<file path="src/rtl/pos_seq_pkg.sv">
// Shared definitions for the waypoint sequencer: state encoding, table
// geometry defaults and the position sample width.
package pos_seq_pkg;

   localparam int DEPTH_DEF = 16;
   localparam int AW_DEF    = 4;
   localparam int POS_W     = 16;

   typedef enum logic [1:0] {
      ST_IDLE,
      ST_ISSUE,
      ST_SETTLE,
      ST_DWELL
   } seq_state_t;

endpackage

</file>
<file path="src/rtl/pos_target_seq_settle.sv">
// Settle detector: rising-edge sample strobe, absolute position error,
// window compare and consecutive in-window counter.
module pos_settle_det
   import pos_seq_pkg::*;
(
   input  logic             i_clk,
   input  logic             i_rst,
   input  logic             i_sample,
   input  logic [POS_W-1:0] i_posAdc,
   input  logic [POS_W-1:0] i_posTarget,
   input  logic [POS_W-1:0] i_tolerance,
   input  logic [7:0]       i_settleSamples,
   input  logic             i_clear,
   output logic             o_settled
);

   logic             r_sampleDly;
   logic [7:0]       r_settleCnt;
   logic             w_edge;
   logic [POS_W:0]   w_diff;
   logic [POS_W:0]   w_absMag;
   logic [POS_W-1:0] w_absErr;
   logic             w_inWindow;
   logic [7:0]       w_settleTarget;

   assign w_edge = i_sample & ~r_sampleDly;
   assign w_diff = {1'b0, i_posAdc} - {1'b0, i_posTarget};

   // The 17-bit magnitude cannot exceed 16 bits for unsigned inputs, but the
   // clamp keeps the compare safe should the operand widths ever change.
   always_comb begin
      w_absMag = w_diff;
      if (w_diff[POS_W]) begin
         w_absMag = ~w_diff + (POS_W+1)'(1);
      end
      w_absErr = w_absMag[POS_W] ? '1 : w_absMag[POS_W-1:0];
   end

   assign w_inWindow     = (w_absErr <= i_tolerance);
   assign w_settleTarget = (i_settleSamples == 8'd0) ? 8'd1 : i_settleSamples;
   assign o_settled      = (r_settleCnt >= w_settleTarget);

   always_ff @(posedge i_clk or posedge i_rst) begin
      if (i_rst) begin
         r_sampleDly <= 1'b0;
         r_settleCnt <= 8'd0;
      end else begin
         r_sampleDly <= i_sample;
         if (i_clear) begin
            r_settleCnt <= 8'd0;
         end else if (w_edge) begin
            if (!w_inWindow) begin
               r_settleCnt <= 8'd0;
            end else if (!o_settled) begin
               r_settleCnt <= r_settleCnt + 8'd1;
            end
         end
      end
   end

endmodule

</file>
<file path="src/rtl/pos_target_seq.sv">
// Waypoint sequencer: walks a table of position targets, issuing each to the
// position loop and waiting for it to settle and dwell before advancing.
module pos_target_seq
   import pos_seq_pkg::*;
#(
   parameter int DEPTH = DEPTH_DEF,
   parameter int AW    = AW_DEF
)(
   input  logic             clk_pid,
   input  logic             sys_rst,
   input  logic             wr_en,
   input  logic [AW-1:0]    wr_addr,
   input  logic [POS_W-1:0] wr_data,
   input  logic [AW:0]      num_points,
   input  logic             loop_en,
   input  logic             start,
   input  logic             abort,
   input  logic [POS_W-1:0] tolerance,
   input  logic [7:0]       settle_samples,
   input  logic [15:0]      dwell_cycles,
   input  logic [23:0]      timeout_cycles,
   input  logic             pos_adc_data_valid,
   input  logic [POS_W-1:0] pos_adc,
   output logic [POS_W-1:0] pos_target,
   output logic             spi_new_target_valid,
   output logic             busy,
   output logic             done,
   output logic             timeout_err,
   output logic [AW-1:0]    cur_index
);

   localparam logic [AW:0] MAX_POINTS = (AW+1)'(DEPTH);

   seq_state_t       r_state;
   logic [POS_W-1:0] r_table [DEPTH];
   logic [AW-1:0]    r_index;
   logic [23:0]      r_timeoutCnt;
   logic [15:0]      r_dwellCnt;
   logic [POS_W-1:0] r_posTarget;
   logic             r_newValid;
   logic             r_busy;
   logic             r_done;
   logic             r_timeoutErr;

   logic             w_settled;
   logic             w_clear;
   logic             w_startOk;
   logic [AW:0]      w_lastIdx;
   logic             w_isLast;

   assign w_startOk = start && (num_points != '0) && (num_points <= MAX_POINTS);
   assign w_lastIdx = (num_points == '0) ? '0 : num_points - (AW+1)'(1);
   assign w_isLast  = ({1'b0, r_index} >= w_lastIdx);
   assign w_clear   = (r_state != ST_SETTLE);

   pos_settle_det u_settle (
      .i_clk           (clk_pid),
      .i_rst           (sys_rst),
      .i_sample        (pos_adc_data_valid),
      .i_posAdc        (pos_adc),
      .i_posTarget     (r_posTarget),
      .i_tolerance     (tolerance),
      .i_settleSamples (settle_samples),
      .i_clear         (w_clear),
      .o_settled       (w_settled)
   );

   always_ff @(posedge clk_pid or posedge sys_rst) begin
      if (sys_rst) begin
         for (int i = 0; i < DEPTH; i++) begin
            r_table[i] <= '0;
         end
      end else if (wr_en && ({1'b0, wr_addr} < MAX_POINTS)) begin
         r_table[wr_addr] <= wr_data;
      end
   end

   // Abort overrides every transition and suppresses any pending pulse.
   always_ff @(posedge clk_pid or posedge sys_rst) begin
      if (sys_rst) begin
         r_state      <= ST_IDLE;
         r_index      <= '0;
         r_timeoutCnt <= '0;
         r_dwellCnt   <= '0;
         r_posTarget  <= '0;
         r_newValid   <= 1'b0;
         r_busy       <= 1'b0;
         r_done       <= 1'b0;
         r_timeoutErr <= 1'b0;
      end else begin
         r_newValid <= 1'b0;
         r_done     <= 1'b0;
         if (abort) begin
            r_state <= ST_IDLE;
            r_busy  <= 1'b0;
         end else begin
            case (r_state)
               ST_IDLE: begin
                  if (w_startOk) begin
                     r_state      <= ST_ISSUE;
                     r_index      <= '0;
                     r_timeoutErr <= 1'b0;
                     r_busy       <= 1'b1;
                  end
               end
               ST_ISSUE: begin
                  r_posTarget  <= r_table[r_index];
                  r_newValid   <= 1'b1;
                  r_timeoutCnt <= '0;
                  r_state      <= ST_SETTLE;
               end
               ST_SETTLE: begin
                  if (w_settled) begin
                     r_state    <= ST_DWELL;
                     r_dwellCnt <= '0;
                  end else if ((timeout_cycles != '0) &&
                               (r_timeoutCnt + 24'd1 == timeout_cycles)) begin
                     r_timeoutErr <= 1'b1;
                     r_state      <= ST_IDLE;
                     r_busy       <= 1'b0;
                  end else begin
                     r_timeoutCnt <= r_timeoutCnt + 24'd1;
                  end
               end
               ST_DWELL: begin
                  if (r_dwellCnt >= dwell_cycles) begin
                     if (!w_isLast) begin
                        r_index <= r_index + AW'(1);
                        r_state <= ST_ISSUE;
                     end else if (loop_en) begin
                        r_index <= '0;
                        r_state <= ST_ISSUE;
                     end else begin
                        r_done  <= 1'b1;
                        r_state <= ST_IDLE;
                        r_busy  <= 1'b0;
                     end
                  end else begin
                     r_dwellCnt <= r_dwellCnt + 16'd1;
                  end
               end
               default: begin
                  r_state <= ST_IDLE;
                  r_busy  <= 1'b0;
               end
            endcase
         end
      end
   end

   assign pos_target           = r_posTarget;
   assign spi_new_target_valid = r_newValid;
   assign busy                 = r_busy;
   assign done                 = r_done;
   assign timeout_err          = r_timeoutErr;
   assign cur_index            = r_index;

endmodule

</file>
<file path="config.mk">
export PLATFORM = sky130hd
export DESIGN_NAME = pos_target_seq
export DESIGN_NICKNAME = d
export VERILOG_FILES = /design/src/rtl/pos_seq_pkg.sv /design/src/rtl/pos_target_seq_settle.sv /design/src/rtl/pos_target_seq.sv
export SDC_FILE = /design/constraint.sdc
export NUM_CORES = 1
export LEC_CHECK = 0
export ABC_AREA = 0
export ABC_CLOCK_PERIOD_IN_PS = 22800
export CORE_MARGIN = 1.5
export CORE_UTILIZATION = 40
export DETAILED_ROUTE_END_ITERATION = 8
export GPL_TIMING_DRIVEN = 0
export PLACE_DENSITY_LB_ADDON = 0.25
export RECOVER_POWER = 25
export SYNTH_ARGS = -nofsm -noshare
export SYNTH_HDL_FRONTEND = slang
export SYNTH_SLANG_ARGS = --single-unit
export TNS_END_PERCENT = 100
</file>
<file path="constraint.sdc">
create_clock -name clk_pid -period 22.8 [get_ports clk_pid]
set_input_delay 4.56 -clock clk_pid [delete_from_list [all_inputs] [get_ports clk_pid]]
set_output_delay 4.56 -clock clk_pid [all_outputs]
set_load 0.05 [all_outputs]
</file>
==> results.ini, run 1 <==
[clock_tree]
worst_skew_pair.late_latency_ps = 590
cts_tree = yes
cts_setup_buffers = 0
htreeDepth = 2
max-clock-path-buffers = 3
cts_root_buf = clkbuf_16
ctsResizeCount = 0
ctsHoldBuffers = 0
clkTransAtPathRegs_ps = 60
cts_buffers = 39
cts_sinks = 331

[sta]
tns_ps = 0
hold_viol_final = 0
skew_ps = 42.6
rsz0062_at_grt = no
relSlewSlack_pct = -288
finalSetupViolations = 0
fin_hold_ws_ps = 501
slew_violations = 215
max_freq_mhz = 77.2
period_share_pct = 56.8
max_slew.worst_pin.slew_ps = 5830
min_period_ps = 12960

[run]
drv_cap = 2

[drt]
vias = 14800
via_per_inst = 5.70
wl_per_cell_um = 20.4
drt-initial-drc-count = 1200
first_pass_iters = 5
drc = 0
wl_um = 53200
antenna_left = 0

[logic_synthesis]
yosysTopAreaCell = dfrtp_1
post-synth-top-count-cell = dfrtp_1
synth_edf_count = 0
ys.flop_type = dfrtp_1
syn-cell-area_um2 = 19200
synth_warnings = 0
yosys-top-cells-count = 331 x dfrtp_1, 258 x mux2_2, 114 x nand2_1
ys_types = 78
postSynthAreaPerCell_um2 = 10.8
synth_top_cells_by_area = dfrtp_1 43%, mux2_2 15%, ha_1 4.7%, mux4_2 3.7%, mux2i_1 3.6%
synthArstFlopShare_pct = 100
synth_top_area_share_pct = 43.1
ys_seq_elements = 331
seq_area_frac_synth_pct = 43.1
netlist_instances = 1777
syn_nets = 1963

[finish]
layout-drive-gt1-share_pct = 20.0
nets = 2142
fill_cells = 4368
final_util_pct = 47.8
synthToLayoutAreaGrowth_pct = 18.5

[critical_path]
max_stage_delay_ps = 4230
crit_buf_inv = 3
critical_path.cell_chain = dlygate4sd3_1, clkinvlp_2, clkbuf_1
worstSetupStartpointType = input pin
critPathTopFamily = buffers and inverters
crit_fanout = 109
slowest_stage = clkbuf_1
crit_required_ps = 22040
r2r_setup_slack_ps = 15980
end_kind = async pin
critical_path_class = in -> async
cp.arrival_ps = 12200

[floorplanning]
initial_core_util_pct = 40.4
io_pins = 136
core-area_um2 = 47600
rows = 80
die_area_um2 = 49400
fp.dieW_um = 222
die_h_um = 222

[global_routing]
grt_pass1_vias = 14800
grt_max_degree = 120
grt_overflow = 0
globalRouteTotalUtil_pct = 21.6
grt_pass1_wl_um = 83800
antenna_found_initial = 0

[placement]
dp_hpwl_um = 38000
io_buffer_count = 135
gp_congestion = 0.881

[power_and_ir_drop]
ir_worst_vdd_uv = 54.8
leakage_uw = 0.00924
power_density_nw_per_um2 = 95.7

[run_status]
violations = max-capacitance violations, max-slew violations
outcome = complete, but fails checks

[hold_path]
min_path_type = reg -> reg

-- routing by layer --
metal  track usage (%)  share of wire, %
met3              3.09               4.8
met5                 0                 0
met2              35.6                47
met1              28.9                45
met4              8.00               3.2
-- kinds of logic after synthesis --
logic type / count (synthesis) / synth area share, %
compound gates: 310 / 11.1
simple gates: 454 / 12.4
xor+xnor: 42 / 1.91
fa+ha+maj: 74 / 4.85
flops: 331 / 43.1
mux: 360 / 22.5
buf+inv: 206 / 4.20
-- cell type report --
| cell class | instances | area, um2 | area share (%) |
|---|---|---|---|
| Sequential cell | 331 | 8280 | 36.3 |
| Multi-Input combinational cell | 1240 | 10100 | 44.5 |
| Antenna cell | 1 | 2.50 | 0.0110 |
| Timing Repair Buffer | 138 | 1390 | 6.09 |
| Clock buffer | 50 | 1090 | 4.77 |
| Tap cell | 615 | 769 | 3.38 |
| Clock inverter | 20 | 303 | 1.33 |
| Inverter | 98 | 369 | 1.62 |
| Buffer | 108 | 439 | 1.93 |
-- layout by cell type, fill, tap and decap left out, types with 23 or more instances in the layout --
master / count
nand2_1: 114
o21ai_0: 73
inv_1: 97
o221ai_1: 23
nor2_1: 79
nand4_1: 30
clkbuf_1: 87
xnor2_1: 29
nand3_1: 48
a21oi_1: 55
clkdlybuf4s50_1: 131
mux2_2: 258
clkbuf_16: 39
ha_1: 73
nor3_1: 29
mux4_2: 32
or4_1: 25
mux2i_1: 70
dfrtp_1: 331
-- power by group --
part           leakage (uW)  internal (uW)  switching (uW)
combinational       0.00442            323             397
clock              0.000688            401             272
sequential          0.00414            714            72.7
total               0.00924           1440             742
-- through the flow --
step	cells	area [um2]	worst slack (ps)	power, uW
4_1_cts	2599	22800	12110	2190
3_3_place_gp	2527	21400	4940	1490
2_1_floorplan	1777	19200	9070	1300
6_report	2601	22800	9840	2180
3_5_place_dp	2529	21400	11540	1510
5_1_grt	2600	22800	8110	2310
-- state kept, by name, summed over array words and instances (netlist names) --
register and flops:
done 1, r_table 256, timeout_err 1, r_timeoutCnt 24
r_state 2, cur_index 4, r_dwellCnt 16, spi_new_target_valid 1
u_settle.r_sampleDly 1, pos_target 16, busy 1, u_settle.r_settleCnt 8
-- final timing paths --
check / start / to / cells after the start
worst max-delay path: sys_rst / pos_target[15] / 3
worst min-delay path: r_table[233] / r_table[233] / 1
worst max register to register: pos_target[0] / u_settle.r_settleCnt[4] / 22
worst min register to register: r_table[233] / r_table[233] / 1
max in group clk_pid: pos_adc[0] / u_settle.r_settleCnt[4] / 24
min in group asynchronous: sys_rst / r_dwellCnt[5] / 2
No activity file was read; power rests on OpenSTA's default activity.
==> run 2: changes to the inputs <==
- ABC_CLOCK_PERIOD_IN_PS: 22800 -> 11700
- clock period: 22.8 -> 11.7 ns (I/O delays scaled with it)
==> results.ini, run 2 (synthesized netlist as in run 1, its figures left out) <==
[run_status]
outcome = complete, but fails checks
violations = max-capacitance violations, max-slew violations

[clock_tree]
cts_root_buf = clkbuf_16
cts_buffers = 39
ctsHoldBuffers = 0
cts_setup_buffers = 0
htreeDepth = 2
clkTransAtPathRegs_ps = 60
ctsResizeCount = 0
cts_tree = yes
max-clock-path-buffers = 3
cts_sinks = 331
worst_skew_pair.late_latency_ps = 590

[finish]
reg.largest.list = r_table (256), r_timeoutCnt (24)
nets = 2142
largest_register_ffs = 256
layout-drive-gt1-share_pct = 20.1
instances_no_fill = 2600
antennaDiodeCount = 0
regMostFlops = r_table
mostFrequentLayoutCell = dfrtp_1
final_cell_mix = 331 x dfrtp_1, 258 x mux2_2, 131 x clkdlybuf4s50_1, 114 x nand2_1, 97 x inv_1
final_util_pct = 47.9
synthToLayoutAreaGrowth_pct = 18.6

[critical_path]
r2r_cells = 22
r2r_setup_slack_ps = 4910
end_kind = flip-flop
crit_required_ps = 12190
crit_path_start = pos_adc[0]
critical_path_class = in -> reg
endpoint = u_settle.r_settleCnt[4]
r2r-start = pos_target[0]
worstSetupStartpointType = input pin
r2r-end = u_settle.r_settleCnt[4]
cp.arrival_ps = 9060
crit_fanout = 10

[sta]
min_period_ps = 8570
max_freq_mhz = 117
relSlewSlack_pct = -233
finalSetupViolations = 0
skew_ps = 42.4
slew_violations = 108
hold_viol_final = 0
rsz0062_at_grt = no
max_slew.worst_pin.slew_ps = 4970
period_share_pct = 73.3

[floorplanning]
io_pins = 136
fp.dieW_um = 222
die_area_um2 = 49400
rows = 80
initial_core_util_pct = 40.4
die_h_um = 222
core-area_um2 = 47600

[global_routing]
antenna_found_initial = 0
grt_max_degree = 120
grt_pass1_wl_um = 83800
grt_pass1_vias = 14800
globalRouteTotalUtil_pct = 21.6
grt_overflow = 0

[placement]
dp_hpwl_um = 38000
io_buffer_count = 135
dp.cells = 2529
gp_congestion = 0.881

[power_and_ir_drop]
power_density_nw_per_um2 = 186
leakage_uw = 0.00925
ir_worst_vdd_uv = 107

[drt]
first_pass_iters = 6
antenna_left = 0
wl_per_cell_um = 20.4
drc = 0
drt-initial-drc-count = 1319
vias = 14800
wl_um = 53100
via_per_inst = 5.70

[hold_path]
min_path_type = reg -> reg

[run]
drv_cap = 1

-- run 2: cell types whose count changed in the layout (fill, tap and decap cells not counted), sizes merged --
cell / previous run / this run
buf: 28 / 29
diode: 1 / 0
clkbuf: 133 / 132
-- run 2: where the power goes --
| group | leakage [uW] | total, uW | internal [uW] | switching (uW) |
|---|---|---|---|---|
| sequential | 0.00414 | 1530 | 1390 | 142 |
| clock | 0.000688 | 1310 | 781 | 530 |
| combinational | 0.00443 | 1410 | 632 | 775 |
| total | 0.00925 | 4250 | 2800 | 1450 |
-- run 2: metal layers --
| metal | track usage [%] | routed length [um] | vias up |
|---|---|---|---|
| li1 | - | - | 6910 |
| met4 | 8.00 | 1650 | 0 |
| met2 | 35.6 | 25000 | 380 |
| met3 | 3.09 | 2510 | 90 |
| met5 | 0 | 0 | - |
| met1 | 28.9 | 24000 | 7450 |
-- run 2: final cells by class --
class,count,area (um2)
fill,4366,24800
multi-input combinational,1240,10100
sequential,331,8280
timing repair buffer,138,1410
clock buffer,50,1090
tap,615,769
buffer,108,439
inverter,98,369
clock inverter,20,303
-- run 2: per-stage QoR --
| stage | setup TNS [ps] | total power [uW] | hold WS (ps) | instance area [um2] | setup WS [ps] |
|---|---|---|---|---|---|
| after floorplan | 0 | 2530 | 474 | 19200 | 192 |
| after global routing | 0 | 4500 | 511 | 22800 | 2820 |
| final | 0 | 4250 | 500 | 22800 | 3130 |
| after CTS | 0 | 4270 | 501 | 22800 | 3230 |
| after detailed placement | 0 | 2950 | 487 | 21400 | 2660 |
| after global placement | -1288000 | 2900 | 481 | 21400 | -3940 |
-- run 2: worst min path at each step --
stage / start / endpoint / slack, ps / cells past startpoint
floorplan: r_table[218] / r_table[218] / 470 / 1
global placement: r_table[219] / r_table[219] / 480 / 1
detailed placement: r_table[219] / r_table[219] / 490 / 1
CTS: r_table[219] / r_table[219] / 500 / 1
global route: r_table[211] / r_table[211] / 510 / 1
finish: r_table[233] / r_table[233] / 500 / 1
-- run 2: critical path, stage by stage --
cell and delay [ps]:
clkdlybuf4s50_1 450, inv_1 50, ha_1 200, fa_1 400
nor2b_1 270, o31a_1 210, o21ai_0 110, a21o_1 230
a211oi_1 890, or2_2 240, clkbuf_1 210, clkbuf_1 360
and2_1 180, o21ai_0 70, ha_1 300, nor2b_1 130
o21a_1 160, o21a_1 160, o21ai_0 170, a21oi_1 100
o31ai_1 660, clkbuf_1 390, or4b_2 620, a31oi_1 180
==> run 3: changes to the inputs <==
- ABC_CLOCK_PERIOD_IN_PS: 11700 -> 8400
- clock period: 11.7 -> 8.4 ns (I/O delays scaled with it)
==> results.ini, run 3 (synthesized netlist as in run 1, its figures left out) <==
[floorplanning]
initial_core_util_pct = 40.4
die_area_um2 = 49400
fp.dieW_um = 222
die_h_um = 222
core-area_um2 = 47600
io_pins = 136
rows = 80

[clock_tree]
clkTransAtPathRegs_ps = 50
htreeDepth = 2
cts_buffers = 39
cts_root_buf = clkbuf_16
worst_skew_pair.late_latency_ps = 580
cts_setup_buffers = 0
ctsHoldBuffers = 0
ctsResizeCount = 0
cts_sinks = 331
cts_tree = yes
max-clock-path-buffers = 3

[drt]
first_pass_iters = 6
via_per_inst = 5.65
antenna_left = 0
wl_um = 53100
wl_met1_um = 23500
drt-initial-drc-count = 1060
top_layer_used = met4
vias = 14700
drc = 0
dr_wl_met2_um = 25400
wl_met3_um = 2430
wl_per_cell_um = 20.4

[global_routing]
grt_pass1_vias = 15000
globalRouteTotalUtil_pct = 21.6
grt_overflow = 0
grt_max_degree = 45
grt_pass1_wl_um = 83800
antenna_found_initial = 1

[critical_path]
crit_required_ps = 8880
critical_path_class = in -> reg
crit_fanout = 10
worstSetupStartpointType = input pin
cp.arrival_ps = 8230
end_kind = flip-flop

[finish]
synthToLayoutAreaGrowth_pct = 18.8
reg.largest.list = r_table (256), r_timeoutCnt (24)
final_cell_mix = 331 x dfrtp_1, 258 x mux2_2, 133 x clkdlybuf4s50_1, 114 x nand2_1, 97 x inv_1
nets = 2148
largest_register_ffs = 256
layout-drive-gt1-share_pct = 19.9
mostFrequentLayoutCell = dfrtp_1
regArea_um2 = 8280
regMostFlops = r_table
multi_input_area_um2 = 10100
fill_cells = 4331
final_util_pct = 48.0

[placement]
io_buffer_count = 135
dp_hpwl_um = 38700
gp_congestion = 0.874
post-place-ws_ps = 15.4

[sta]
skew_ps = 20.1
min_period_ps = 7750
setup_ws_ps = 651
relSlewSlack_pct = -53.3
hold_viol_final = 0
finalSetupViolations = 0
slew_violations = 163
max_freq_mhz = 129
rsz0062_at_grt = no
max_slew.worst_pin.slew_ps = 2300
period_share_pct = 92.3

[run_status]
violations = max-capacitance violations, max-slew violations
outcome = complete, but fails checks

[hold_path]
min_path_type = reg -> reg

[run]
drv_cap = 5

[power_and_ir_drop]
power_density_nw_per_um2 = 259
ir_worst_vdd_uv = 129
leakage_uw = 0.00926

## run 3: cell types whose count changed in the layout (fill, tap and decap cells not counted), sizes merged
cell	before	now
buf	29	31
clkbuf	132	144
clkdlybuf4s50	131	133
clkinv	13	4
diode	0	1
dlygate4sd3	4	2
inv	99	100
## run 3: path summary, 6_finish.rpt
check	from	end	slack, ps	cells after the start
worst max-delay path	pos_adc[0]	u_settle.r_settleCnt[4]	650	24
worst min-delay path	r_table[218]	r_table[218]	500	1
worst max register to register	pos_target[0]	u_settle.r_settleCnt[4]	1770	22
worst min register to register	r_table[218]	r_table[218]	500	1
max in group asynchronous	sys_rst	r_timeoutCnt[8]	3470	4
min in group asynchronous	sys_rst	r_table[172]	1790	2
## run 3: area by class of cell
type	count	share of cell area [%]
Sequential cell	331	36.3
Tap cell	615	3.37
Clock inverter	12	0.958
Buffer	108	1.92
Multi-Input combinational cell	1240	44.4
Clock buffer	58	5.11
Inverter	98	1.62
Antenna cell	1	0.0110
Timing Repair Buffer	144	6.35
## run 3: where the power goes
group	switching (uW)	internal, uW
registers	199	1940
clock network	701	1120
logic	1070	880
total	1970	3940
## run 3: per-stage QoR
stage / instance area [um2] / TNS (ps) / hold slack (ps) / power (uW) / instances
after global placement: 21400 / -11740 / 482 / 4040 / 2527
after floorplan: 19200 / 0 / 474 / 3530 / 1777
after CTS: 22900 / 0 / 502 / 5960 / 2606
after detailed placement: 21500 / 0 / 488 / 4110 / 2536
after global routing: 22800 / 0 / 510 / 6250 / 2607
final: 22800 / 0 / 498 / 5910 / 2607
## run 3: per-layer routing
| metal | global-route usage, % | up-vias |
|---|---|---|
| li1 | - | 6917 |
| met2 | 36.1 | 356 |
| met3 | 2.94 | 83 |
| met1 | 28.6 | 7385 |
| met4 | 8.22 | 0 |
| met5 | 0 | - |
## run 3: worst max-delay path, cell delays in order
cell	delay (ps)
clkdlybuf4s50_1	450
inv_1	50
ha_1	200
fa_1	410
nor2b_1	270
o31a_1	200
o21ai_0	110
a21o_1	220
a211oi_1	890
or2_2	240
clkbuf_1	190
clkbuf_1	330
and2_1	170
o21ai_0	80
ha_1	300
nor2b_1	140
o21a_1	170
o21a_1	160
o21ai_0	140
a21oi_1	100
o31ai_1	530
clkbuf_1	390
or4b_2	630
a31oi_1	170
